`src/rtl/digest_byte_serializer.sv`:
```
// digest_byte_serializer
// Buffers one big-endian digest word and streams it out most significant
// byte first, one item per out_valid/out_ready handshake.
// Optional build macro DIGEST_HEX_ASCII_EN: each byte is emitted as two
// lowercase ASCII hex characters, high nibble first.
module digest_byte_serializer #(
  parameter int DIGEST_W = 128,
  parameter int CNT_W    = 6
) (
  input  logic                clk,
  input  logic                rst_n,
  input  logic [DIGEST_W-1:0] in_data,
  input  logic                in_valid,
  output logic                in_ready,
  output logic [7:0]          out_data,
  output logic                out_valid,
  input  logic                out_ready,
  output logic                busy,
  output logic                done
);

  localparam int N = DIGEST_W / 8;
`ifdef DIGEST_HEX_ASCII_EN
  localparam int ITEMS = 2 * N;
`else
  localparam int ITEMS = N;
`endif
  localparam logic [CNT_W-1:0] LAST = CNT_W'(ITEMS - 1);

  typedef enum logic {S_IDLE, S_SEND} state_t;

  state_t              r_state;
  state_t              w_next;
  logic [DIGEST_W-1:0] r_shreg;
  logic [CNT_W-1:0]    r_count;
  logic                r_done;
  logic                w_capture;
  logic                w_fire;
  logic                w_last;
  logic [7:0]          w_top;
  logic [7:0]          w_item;

`ifdef DIGEST_HEX_ASCII_EN
  logic                r_nib;
  logic [3:0]          w_nibble;

  function automatic logic [7:0] hex_char(input logic [3:0] n);
    hex_char = (n < 4'd10) ? (8'h30 + {4'h0, n}) : (8'h57 + {4'h0, n});
  endfunction
`endif

  assign w_top = r_shreg[DIGEST_W-1 -: 8];

  // Item presented on the output: raw top byte or its current hex character
`ifdef DIGEST_HEX_ASCII_EN
  always_comb begin
    w_nibble = r_nib ? w_top[3:0] : w_top[7:4];
    w_item   = hex_char(w_nibble);
  end
`else
  always_comb begin
    w_item = w_top;
  end
`endif

  // State register
  always_ff @(posedge clk or negedge rst_n) begin
    if (!rst_n) r_state <= S_IDLE;
    else        r_state <= w_next;
  end

  // Next-state decode and handshake qualification
  always_comb begin
    w_next    = r_state;
    w_capture = 1'b0;
    w_fire    = 1'b0;
    w_last    = 1'b0;
    case (r_state)
      S_IDLE: begin
        if (in_valid) begin
          w_capture = 1'b1;
          w_next    = S_SEND;
        end
      end
      S_SEND: begin
        if (out_ready) begin
          w_fire = 1'b1;
          if (r_count == LAST) begin
            w_last = 1'b1;
            w_next = S_IDLE;
          end
        end
      end
      default: w_next = S_IDLE;
    endcase
  end

  // Shift register, item counter and done pulse
  always_ff @(posedge clk or negedge rst_n) begin
    if (!rst_n) begin
      r_shreg <= '0;
      r_count <= '0;
      r_done  <= 1'b0;
`ifdef DIGEST_HEX_ASCII_EN
      r_nib   <= 1'b0;
`endif
    end else begin
      r_done <= w_last;
      if (w_capture) begin
        r_shreg <= in_data;
        r_count <= '0;
`ifdef DIGEST_HEX_ASCII_EN
        r_nib   <= 1'b0;
`endif
      end else if (w_fire) begin
        r_count <= r_count + CNT_W'(1);
`ifdef DIGEST_HEX_ASCII_EN
        // Advance to the next byte only once its low-nibble char is taken
        r_nib <= ~r_nib;
        if (r_nib) r_shreg <= r_shreg << 8;
`else
        r_shreg <= r_shreg << 8;
`endif
      end
    end
  end

  // Outputs are decoded from registered state only; out_data idles at zero
  always_comb begin
    in_ready  = (r_state == S_IDLE);
    busy      = (r_state == S_SEND);
    out_valid = (r_state == S_SEND);
    out_data  = (r_state == S_SEND) ? w_item : 8'h00;
    done      = r_done;
  end

endmodule

```
`config.mk`:
```
export PLATFORM = sky130hd
export DESIGN_NAME = digest_byte_serializer
export DESIGN_NICKNAME = d
export VERILOG_FILES = /design/src/rtl/digest_byte_serializer.sv
export SDC_FILE = /design/constraint.sdc
export NUM_CORES = 1
export LEC_CHECK = 0
export ABC_AREA = 1
export CAP_MARGIN = 20
export CORE_MARGIN = 3
export CORE_UTILIZATION = 45
export CTS_CLUSTER_SIZE = 12
export DETAILED_ROUTE_END_ITERATION = 10
export GPL_ROUTABILITY_DRIVEN = 0
export PLACE_DENSITY = 0.87
export SLEW_MARGIN = 20
export SYNTH_ARGS = -nofsm -noshare
export SYNTH_HDL_FRONTEND = slang
export SYNTH_SLANG_ARGS = --single-unit
```
`constraint.sdc`:
```
create_clock -name clk -period 1.4 [get_ports clk]
set_clock_uncertainty 0.2 [all_clocks]
set_input_delay 0.28 -clock clk [delete_from_list [all_inputs] [get_ports clk]]
set_output_delay 0.28 -clock clk [all_outputs]
set_load 0.005 [all_outputs]
```
* Word level (Yosys, flattened, before mapping)
Cells that the tools add are included.
** Storage, ports and cells
- Flip-flop bits (word level) :: 136
- Word-level logic and storage cells :: 23
- Input port bits :: 132
- Output and inout port bits :: 12
** Cells by class
- Reduce and logical (&&, ||, !) cells :: 1
- $add $sub $neg :: 1
- Muxes and demuxes :: 15
- Eq/ne operators :: 1
- Bitwise gates (word level) :: 1
** Operator list (count)
- 128-bit two-way mux :: 2
- 6-bit two-way mux :: 2
- 1-bit two-way mux :: 9
- 8-bit two-way mux :: 1
- 6-bit by 1-bit adder with 6-bit output, second input constant :: 1
- 6-bit by 4-bit equality test with 1-bit output, second input constant :: 1
- 1-bit one-hot mux with 2 select lines :: 1
- 2-bit nonzero test :: 1
- 1-bit inverter :: 1

* Longest topological paths before layout
Gate-level depths: netlist of the first run.
- Depth in word-level cells :: 4
- Depth in mapped cells :: 9
- Depth with buffers taken out :: 6

* Worst setup path after synthesis of the first run
OpenSTA, ideal clock, no wires.
- Path kind :: register to register
- From :: register r_state (netlist: busy)
- To :: register r_shreg[105]
- Data required time :: 1.078 ns
- Path slack :: -0.112 ns
- Cell stages (with the launch flop) :: 9
- Buffers on the path :: 4
- Library setup time :: 0.122 ns
- Arrival time :: 1.191 ns
- Period minus slack after synthesis :: 1.512 ns
- Path through :: dfrtp_1 > buf_6 > nand2_4 > inv_4 > buf_6 > buf_6 > buf_6 > a21oi_1 > o21ai_1
** On the way
- Word-level cells in the longest chain between the ends :: 2
- Elaborated cells on any way between the ends :: 4
- Classes of those cells :: mux (3); reduce/logical (1)
** RTL lines
- start, declared :: line 32 : state_t r_state;
- start signal, assigned :: line 69 : else r_state <= w_next;
- 1-bit two-way mux :: line 78 : case (r_state)
- 128-bit two-way mux or 2-bit nonzero test (tied branches)
- end signal, assigned :: line 110 : r_shreg <= in_data;
- end signal, assigned :: line 122 : r_shreg <= r_shreg << 8;
- end, declared :: line 34 : logic [DIGEST_W-1:0] r_shreg;
Parallel ways exist; a longest one is shown, timed or not.
A chain may end at the register's enable or synchronous reset.

* Final worst setup path of the first run
- From :: register r_state (netlist: busy)
- To :: register r_shreg[54]
The elaborated chain is that of the path after synthesis.

==> impl_summary.md, run 1 <==
STA
Setup repair after global routing could not meet its margin everywhere. For this run, the top clock speed supported by timing is roughly 0.53 GHz. The post-route minimum period is 1.87 ns.

In the post-route analysis, the smallest setup slack over all paths is -0.470 ns. The worst slew margin relative to its limit is 72.0%. The hold violation count in the final report is 0.

After layout, the worst path uses 134% of the clock period. The number of setup violations in the final report is 147. The total negative slack is -58.17 ns. The transition time at the pin with the least slew margin is 0.421 ns.

The final number of max-transition violations is 0.

Yosys
Counting every instance in the synthesized netlist gives 753. Sorting the synthesized cells by area gives the leading types as dfrtp_1 55%, nand2_1 9.6%, o21ai_0 9.5%, a21oi_1 9.2%, nor2_1 7.1%. Summing the areas of all compound-gate instances in the mapped netlist gives 20.5% of the synthesized area. Yosys printed 0 warnings. The cell area that synthesis handed to floorplanning was 6180 um^2. After synthesis, the largest family of logic cells by area is compound AO/OA/AOI/OAI gates. Yosys instantiated no cell more often than nand2_1. The library cell occupying the most area in the post-synthesis netlist is dfrtp_1.

Sequential elements use 55.0% of the synthesized area. The simple logic cell fraction of the synthesized area is approximately 18%. Counting instances in the post-synthesis netlist gives the leading cell types as 158 x nand2_1, 136 x dfrtp_1, 117 x nor2_1, 117 x o21ai_0, 114 x a21oi_1. The share of cell area taken by muxes after synthesis is 0%.

After synthesis the netlist holds a flip-flop and latch count of 136. The post-synthesis share of cell area spent on full adders, half adders and majority gates is 0.202%. The synthesized design devotes to its leading area cell type 55.0% of total area. Dividing the synthesized area by the synthesized cell count gives 8.21 um^2. The top flip-flop cell by instance count after synthesis is dfrtp_1. The parity-gate share of the synthesized area counting xor and xnor cells is 0.142%.

The number of nets in the synthesized netlist is 886. Yosys mapped the design onto 20 distinct sky130hd cell types. The number of synthesized flops with an enable pin is 0. Of all flip-flops after synthesis, the portion carrying an async set or reset was 100%.

Power
The power density of the placed cells is roughly 1500 nW/um^2. The maximum ir drop on the vdd rail is 846 uV. The static power due to leakage is 4.65 nW.

Global route
The final global-route overflow total is 0. The maximum number of pins on one net before global-route repair is 40. Global routing used roughly 24% of the available tracks across all layers. The wire length of the first global-routing pass is between 20 and 30 mm. The initial antenna violation count came to 0. The number of global-route vias before repair is 5991.

Worst setup path
The worst path required time is 1.49 ns. The setup path with the least slack is of type flip-flop to flip-flop. The kind of start point of the critical path is a flip-flop.

The largest single stage delay on the critical path is 0.41 ns. The data arrival time of the critical path is 1.96 ns. The cell that appears most often on the critical path is buf_6. The largest driver fanout on the critical path is 7. The category of the worst setup path capture point is a flip-flop. The kind of cell adding the most delay to the critical path is buffers and inverters. The buffers plus inverters on the worst setup path is 6. The slowest cell on the critical path is dfrtp_1. The critical path goes through buf_6, buf_6, buf_6, nor2_4, nor2_4, buf_4, buf_12, clkbuf_16, nand2_1, o21ai_1.

Floorplanning
The height of the die is 123 um. The die covers 15200 um^2. For this configuration, the core starts out at a cell density of 46.3%. Row generation in the floorplan step produced 42 rows.

For this design the top-level I/O count stands at 144. The region available for standard cell placement spans 13300 um^2. The die is 123 um wide.

Cells and area
The antenna diode count is 0. The layout cell share with drive strength beyond 1 is 28.2%. Compared with the post-synthesis result, the final layout area differs by 62.5%. The count of cells in the finished layout, fillers not included, comes to 1142. The final-layout fill cell count is 844.

The number of nets in the layout is 1089.

Min path
The class of the tightest hold or removal check is input pin to asynchronous set/reset pin.

Routing
The overall via count from detail_route is 6267. Before antenna repair, the detailed router went through 5 iterations. The total DRC errors in the routed layout is 0. For this block, the initial DRC count from the detailed router was 540. For this block, the routed nets add up to 20.5 mm of wire. The number of nets with antenna violations after routing is 0.

In the final routed layout, each cell accounts on average for about 18 um. The via count normalized by instance count is 5.49.

Clocking
The clock tree from TritonCTS is done. The H-tree generated during clock tree synthesis spans 4 levels. The CTS clock-pin slew for the worst setup and hold paths is 0.06 ns. The clock passes through at most 2 buffers.

The later-pin clock latency in the skew report is 0.42 ns. The number of clock buffers added by TritonCTS is 17. The root cell of the clock tree is clkbuf_16. For this design, the sink count on the clock tree is 136.

Run status
The run finished, with violations left. The checks that failed: setup timing.

Place
The detailed placer's ending HPWL is 11.4 mm. The number of port buffers is 143. Once placement completed, the tool counted placed cells totaling ~1100.

Flow run
The tool flagged a number of max-cap violations equal to 0.
[worst register-to-register path, delay by kind of cell, from the launching register on]
kind	cells	cell delay, ns
simple gates	3	0.26
flops	1	0.41
compound gates	1	0.07
buf+inv	6	0.81
[layer usage]
layer	track usage [%]	share of wire, %	vias up
met5	0	0	-
met4	7.34	3.4	0
met3	5.90	6.9	72
met2	41.3	51	331
met1	30.8	39	2985
li1	-	-	2879
[cell type report]
cell class	count	area, um^2	area share, %
Sequential cell	136	3400	33.9
Clock buffer	26	509	5.07
Multi-Input combinational cell	538	2890	28.7
Timing Repair Buffer	239	2890	28.7
Clock inverter	3	40.0	0.398
Tap cell	176	220	2.19
Inverter	24	103	1.02
[timing repair]
action / CTS / global route
cloned: 9 / 15
pin swaps: 3 / 10
endpoints found under the setup margin: 147 / 148
endpoints found under the hold margin: 136 / 0
hold buffers: 1 / 0
gates resized for setup: 184 / 159
buffers inserted: 13 / 10
[per-stage QoR]
step / setup WS, ns / instance area (um^2) / util, % / hold WS (ns) / power, W
floorplan: -0.112 / 6240 / - / -0.216 / 0.00779
global placement: -0.544 / 8120 / 60.9 / -0.0340 / 0.00912
detailed placement: -0.608 / 8120 / 60.9 / -0.0301 / 0.00932
CTS: -0.406 / 9130 / 68.4 / 0.100 / 0.0139
global route: -0.523 / 10000 / 75.3 / 0.116 / 0.0157
finish: -0.470 / 10000 / 75.3 / 0.105 / 0.0150
[logic make-up (layout without fill, tap and decap cells)]
| kind of cell | count (synthesis) | in the layout |
|---|---|---|
| compound gates | 253 | 253 |
| xor+xnor | 1 | 1 |
| fa+ha+maj | 1 | 1 |
| buf+inv | 80 | 292 |
| flops | 136 | 136 |
| simple gates | 282 | 283 |
[state kept, by name (all words and copies together) (netlist names)]
register	cells
done	1
r_count	6
busy	1
r_shreg	128
[report_power, final]
| group | internal [W] | switching (W) |
|---|---|---|
| registers | 0.00532 | 0.00122 |
| clock network | 0.00264 | 0.00159 |
| logic | 0.00227 | 0.00200 |
[cell usage in the layout, fill, tap and decap left out, types with 15 or more instances in the layout]
cell	synthesis	routed
dfrtp_1	136	136
clkdlybuf4s50_1	0	129
nor2_1	117	115
a21oi_1	114	97
o21ai_1	22	88
nand2_1	158	85
nand2_2	0	54
o21ai_2	0	36
clkbuf_16	0	32
buf_4	5	28
buf_6	5	25
buf_12	0	21
nand2_4	1	19
inv_1	22	17
a21oi_2	0	17
o21ai_0	117	15
[final timing paths]
path / depth (start not counted) / endpoint / startpoint / slack, ns
worst max-delay path: 10 / r_shreg[54] / busy / -0.47
worst min-delay path: 2 / r_shreg[125] / rst_n / 0.10
worst max register to register: 10 / r_shreg[54] / busy / -0.47
worst min register to register: 2 / r_shreg[74] / r_shreg[74] / 0.29
max in group asynchronous: 3 / r_shreg[2] / rst_n / 0.36
min in group clk: 3 / r_shreg[5] / in_data[5] / 0.23
(Power assumes the default switching activity.)
==> run 2: changes to the inputs <==
- CORE_MARGIN: 3 -> not set
- TNS_END_PERCENT: not set -> 20
==> impl_summary.md, run 2 (synthesized netlist as in run 1, its figures left out) <==
Floorplanning
The floorplan die area is 14200 um^2 (-6.4%). The standard-cell row count came to 42 (unchanged). The floorplan die width was 119 um (-3.2%). The height of the die is 119 um (-3.2%). The starting utilization of the core area is 46.5% (+0.18 points). The number of top-level pins is 144 (unchanged). The total core area is 13300 um^2 (-0.39%).

Routing
The sum of routed wire length over all layers was 18.5 mm (-9.7%). The number of nets with antenna violations after routing is 0 (unchanged). The via count normalized by instance count is 5.42 (-1.2%). The overall via count from detail_route was 6006 (-4.2%). The count of routing violations after the opening detailed-route iteration is 645 (+19%).

The total DRC errors in the routed layout is 0 (unchanged). The first-pass iteration count of the detailed router is 7 (+2). The average detailed-routed wire length per instance is 16.7 um (-6.9%).

Global route
The initial antenna violation count is 0 (unchanged). The number of global-route vias before repair is 5842 (-2.5%). The overall global routing resource usage is 25.2% (+0.98 points).

The wire length of the first global-routing pass is 28.1 mm (-1.5%). The final global-route overflow total was 0 (unchanged). The maximum number of pins on one net before global-route repair is 53 (+33%).

STA
The hold violation count in the final report came to 0 (unchanged). The final hold slack is 0.116 ns (+0.0117 ns). The fmax is 0.558 GHz (+4.4%). The post-route clock period utilization came to 128% (-5.6 points). The final number of max-transition violations came to 0 (unchanged). The worst slew margin relative to its limit was 80.7% (+8.8 points). The post-route minimum period is 1.79 ns (-0.0787 ns).

The transition time at the pin with the least slew margin came to 0.289 ns (-0.132 ns). The number of setup violations in the final report is 145 (-1.4%). Setup repair after global routing could not meet its margin everywhere. The post-layout worst setup margin was -0.391 ns (+0.0787 ns).

Power
The power density of the placed cells is 1610 nW/um^2 (+7.2%). The static power due to leakage is 4.33 nW (-6.9%). The total power after layout was 0.0150 W (-0.13%). The maximum ir drop on the vdd rail is 899 uV (+6.2%).

Worst setup path
STA classifies the critical path startpoint as a flip-flop. The kind of cell adding the most delay to the critical path is flip-flops. The worst setup path is captured at an output pin. The critical path's most frequent cell is buf_6. Walking the worst path, the cells encountered are buf_6, buf_6, nand2_4, inv_2, buf_2.

The largest driver fanout on the critical path is 6 (-1). In this run the worst setup path begins at busy. The delay of the slowest cell on the worst path is 0.44 ns (+0.03 ns). The worst path required time came to 0.92 ns (-0.57 ns). The data arrival time of the critical path is 1.31 ns (-0.65 ns). The buffers plus inverters on the worst setup path was 4 (-2). In this run the critical register-to-register path is launched from busy. The slowest cell on the critical path is dfrtp_2. The critical path in this run is classified as flip-flop to output pin.

Clocking
The number of buffers added by the clock tree synthesis step came to 17 (unchanged). TritonCTS built the clock tree. In this run the clock root is driven by a clkbuf_16.

The CTS clock-pin slew for the worst setup and hold paths was 0.06 ns (about the same). The clock sink count came to 136 (unchanged). The number of buffers on the longest clock path came to 2 (unchanged). The later-pin clock latency in the skew report is 0.42 ns (about the same).

The maximum level of the CTS H-tree is 4 (unchanged).

Cells and area
The most common library cell in the layout ignoring fill and taps is dfrtp_1. From synthesis to final layout, the design area changed by 51.4%. The number of nets in the layout is 1052 (-3.4%). The number of flip-flops in the largest register is 128 (unchanged).

The library cells used most frequently in the layout, excluding fill and tap cells, are 135 x dfrtp_1, 130 x clkdlybuf4s50_1, 116 x nor2_1, 113 x a21oi_1, 109 x nand2_1. The layout cell share with drive strength beyond 1 is 19.2% (-9.0 points). The final-layout fill cell count is 940 (+11%). The final instance area is 9360 um^2 (-6.9%).

The register with the highest flop count is r_shreg. The utilization after layout is 70.4% (-4.9 points). In the final layout, the registers with the most flip-flops are r_shreg (128), r_count (6). The antenna diode count is 0 (unchanged).

Flow run
The number of max-capacitance violations reported was 0 (unchanged).

Run status
The run finished, with violations left. The checks that failed: setup timing.

Place
The detailed placer's ending HPWL is 10.8 mm (-5.5%). The number of port buffers is 143 (unchanged). The post-detailed-placement cell area was 7980 um^2 (-1.8%).

Min path
The class of the tightest hold or removal check is input pin to asynchronous set/reset pin.
[run 2: cell types whose count changed in the layout (fill, tap and decap cells not counted), moves of 5 or more]
| cell | change |
|---|---|
| o21ai_0 | +39 |
| buf_6 | -9 |
| nand2_1 | +24 |
| a21oi_1 | +16 |
| buf_4 | -10 |
| o21ai_2 | -18 |
| a21oi_2 | -16 |
| nand2_2 | -22 |
| clkbuf_16 | -11 |
| buf_12 | -5 |
| o21ai_1 | -21 |
[run 2: metrics by stage]
stage	setup WS [ns]	setup TNS (ns)	std cells
2_1_floorplan	-0.112	-8.73	753
3_3_place_gp	-0.538	-66.58	1052
3_5_place_dp	-0.626	-73.01	1052
4_1_cts	-0.383	-45.50	1096
5_1_grt	-0.432	-52.61	1108
6_report	-0.391	-44.21	1108
[run 2: final timing paths]
kind	end	slack (ns)	cells after the start
worst max-delay path	out_data[1]	-0.39	5
worst min-delay path	r_shreg[121]	0.12	2
worst max register to register	r_shreg[38]	-0.38	9
worst min register to register	r_shreg[72]	0.29	2
max in group asynchronous	r_shreg[33]	0.41	3
min in group clk	r_shreg[2]	0.21	3
[run 2: final cells by class]
type / instances / area [um^2] / share of cell area (%)
Multi-Input combinational cell: 537 / 2670 / 28.5
Clock buffer: 24 / 492 / 5.25
Clock inverter: 8 / 165 / 1.76
Timing Repair Buffer: 202 / 2300 / 24.5
Sequential cell: 136 / 3400 / 36.4
Timing Repair inverter: 1 / 8.76 / 0.0936
Inverter: 24 / 105 / 1.12
Tap cell: 176 / 220 / 2.35
[run 2: worst register-to-register path, cell delays in order, from the launching register on]
cell     delay [ns]
dfrtp_2        0.44
buf_6          0.13
buf_6          0.11
nor2_4         0.16
nor2_4         0.06
buf_12         0.15
buf_12         0.14
buf_6          0.13
nand2_1        0.06
o21ai_0        0.09
[run 2: per-layer routing]
layer  part of all wire [%]  vias up  GRT usage, %
met1                     39     2854          32.6
met2                     51      313          42.0
met4                    1.8        0          6.96
met3                    7.7       33          6.42
met5                      0        -             0
li1                       -     2806             -
[run 2: what timing repair did]
action,in CTS,in global routing
cloned,6,6
endpoints found under the hold margin,136,0
setup endpoints to repair,146,147
resized for setup,96,128
pin swaps,1,2
setup buffers,5,7
hold buffers,1,0
[run 2: power by group]
| part | leakage, nW | switching [W] | internal, W |
|---|---|---|---|
| clock | 0.324 | 0.00164 | 0.00334 |
| combinational | 2.17 | 0.00177 | 0.00189 |
| sequential | 1.83 | 0.00106 | 0.00532 |
==> run 3: changes to the inputs <==
- CORE_UTILIZATION: 45 -> 37
- HOLD_SLACK_MARGIN: not set -> 0.15
- PLACE_DENSITY: 0.87 -> 0.76
==> impl_summary.md, run 3 (synthesized netlist as in run 1, its figures left out) <==
Clocking
The tree is rooted in a clkbuf_16. The number of hold buffers added after CTS is 1 (unchanged). The later-pin clock latency in the skew report is 0.43 ns (about the same).

The clock sink count is 136 (unchanged). The number of buffers on the longest clock path is 2 (unchanged). The number of buffers added by the clock tree synthesis step is 17 (unchanged). The CTS clock-pin slew for the worst setup and hold paths is 0.06 ns (about the same). The maximum level of the CTS H-tree is 4 (unchanged). The clock tree from TritonCTS is done.

Cells and area
The register with the most flip-flops in the final layout is r_shreg. The largest registers in the layout are r_shreg (128), r_count (6). The number of flip-flops in the largest register is 128 (unchanged).

The layout cell share with drive strength beyond 1 is 16.3% (-2.9 points). The most common library cell in the layout ignoring fill and taps is dfrtp_1. The filler-free cell count of the finished design is 1143 (+3.2%). The final-layout fill cell count was 1430 (+52%). The utilization after layout was 57.0% (-13 points). The number of nets in the layout is 1047 (-0.48%). The area growth from synthesis to layout is 48.7%.

The antenna diode count was 0 (unchanged). In the layout the commonest cells are 135 x dfrtp_1, 134 x nand2_1, 130 x clkdlybuf4s50_1, 117 x nor2_1, 110 x o21ai_1.

STA
The fmax is 0.543 GHz (-2.8%). The number of setup violations in the final report is 147 (+1.4%). The total negative slack is -53.00 ns (-8.79 ns).

The hold violation count in the final report is 0 (unchanged). The transition time at the pin with the least slew margin is 0.340 ns (+0.0506 ns). The post-route minimum period is 1.84 ns (+0.0518 ns). Setup repair after global routing could not meet its margin everywhere. The final number of max-transition violations is 0 (unchanged). The post-layout worst setup margin is -0.443 ns (-0.0518 ns).

The worst slew margin relative to its limit is 77.4% (-3.4 points). The post-route clock period utilization is 132% (+3.7 points).

Routing
The count of routing violations after the opening detailed-route iteration is 354 (-45%). The number of nets with antenna violations after routing came to 0 (unchanged). The overall via count from detail_route is 5808 (-3.3%). The average detailed-routed wire length per instance is 15.6 um (-6.6%). The total DRC errors in the routed layout was 0 (unchanged).

The sum of routed wire length over all layers is 17.9 mm (-3.6%). The first-pass iteration count of the detailed router is 4 (-3). The via count normalized by instance count is 5.08 (-6.3%).

Min path
The class of the tightest hold or removal check is input pin to asynchronous set/reset pin.

Global route
The maximum number of pins on one net before global-route repair is 75 (+42%). The initial antenna violation count is 0 (unchanged). The final global-route overflow total is 0 (unchanged). The number of global-route vias before repair is 5628 (-3.7%). The wire length of the first global-routing pass came to 28.0 mm (-0.69%). The overall global routing resource usage is 20.3% (-4.9 points).

Worst setup path
STA classifies the critical path startpoint as a flip-flop. The startpoint identified for the worst register-to-register timing path is busy. The internal reg-to-reg setup slack was -0.42 ns (-0.04 ns). The largest driver fanout on the critical path is 3 (-3). The delay of the slowest cell on the worst path is 0.43 ns (about the same). The depth of the worst register-to-register path is 9 (unchanged). The data arrival time of the critical path is 1.36 ns (+0.05 ns). The category of the worst setup path capture point is an output pin. The path type of the worst setup path is flip-flop to output pin.

The worst register-to-register path ends at r_shreg[91]. The slowest cell on the critical path is dfrtp_2. The buffers plus inverters on the worst setup path was 3 (-1). The worst path required time is 0.92 ns (about the same). Grouping stages by cell kind, the critical path spends the most delay in buffers and inverters. Walking the worst path, the cells encountered are buf_4, buf_6, dlygate4sd2_1.

Power
The static power due to leakage came to 4.16 nW (-3.9%). The total power after layout came to 0.0147 W (-2.4%). The maximum ir drop on the vdd rail is 946 uV (+5.3%). The power density of the placed cells is 1600 nW/um^2 (-0.57%).

Floorplanning
The standard-cell row count is 46 (+9.5%). The starting utilization of the core area came to 38.4% (-8.1 points). The floorplan die width is 131 um (+10%). The floorplan die area is 17200 um^2 (+21%). The total core area is 16100 um^2 (+21%). The height of the die was 131 um (+10%). The number of top-level pins is 144 (unchanged).

Place
The number of port buffers is 143 (unchanged). The worst slack at placement was -0.628 ns (-0.00205 ns). The detailed placer's ending HPWL is 10.9 mm (+0.79%). The placed cell count is 1089 (+3.5%).

Run status
The final reports fail on setup timing. The run finished, with violations left.

Flow run
The number of max-capacitance violations reported is 0 (unchanged).
[run 3: cell count changes in the layout (fill, tap and decap cells not counted), sizes merged]
cell / before / now
buf: 64 / 58
clkbuf: 29 / 25
clkinvlp: 0 / 3
dlygate4sd2: 0 / 3
bufbuf: 2 / 0
clkdlybuf4s15: 0 / 1
[run 3: repair_timing]
action                                  CTS  global route
gates cloned                              2             8
gates resized for setup                 146            67
buffers inserted                          9             3
endpoints found under the hold margin   136            14
endpoints found under the setup margin  148           148
pin swaps                                 1             6
[run 3: worst max-delay path by stage]
stage                     startpoint      endpoint  slack, ns  cells after the start
final                           busy     out_valid      -0.44                      3
after global routing            busy   r_shreg[91]      -0.49                      9
after CTS                       busy     out_valid      -0.46                      3
after detailed placement    in_valid  r_shreg[118]      -0.63                      7
after global placement      in_valid  r_shreg[118]      -0.60                      7
after floorplan                 busy  r_shreg[105]      -0.11                      8
[run 3: final cells by class]
class	count	area, um^2	share of cell area, %
Tap cell	216	270	2.94
Clock buffer	20	467	5.08
Inverter	24	108	1.17
Sequential cell	136	3400	37.0
Clock inverter	12	196	2.14
Timing Repair Buffer	198	2200	24.0
Multi-Input combinational cell	537	2540	27.7
[run 3: power by group]
part | switching [W] | internal (W)
Combinational | 0.00167 | 0.00176
Clock | 0.00172 | 0.00329
Sequential | 0.000908 | 0.00532
Total | 0.00430 | 0.0104
[run 3: routing by layer]
| metal | GRT usage [%] | wire length (um) |
|---|---|---|
| met5 | 0 | 0 |
| met4 | 7.43 | 266 |
| met3 | 4.59 | 1080 |
| met2 | 33.3 | 8850 |
| met1 | 26.3 | 7660 |
[run 3: through the flow]
step / hold WS (ns) / cell area [um^2]
2_1_floorplan: -0.216 / 6190
3_3_place_gp: -0.0300 / 8020
3_5_place_dp: -0.0283 / 8020
4_1_cts: 0.105 / 8880
5_1_grt: 0.149 / 9190
6_report: 0.125 / 9190
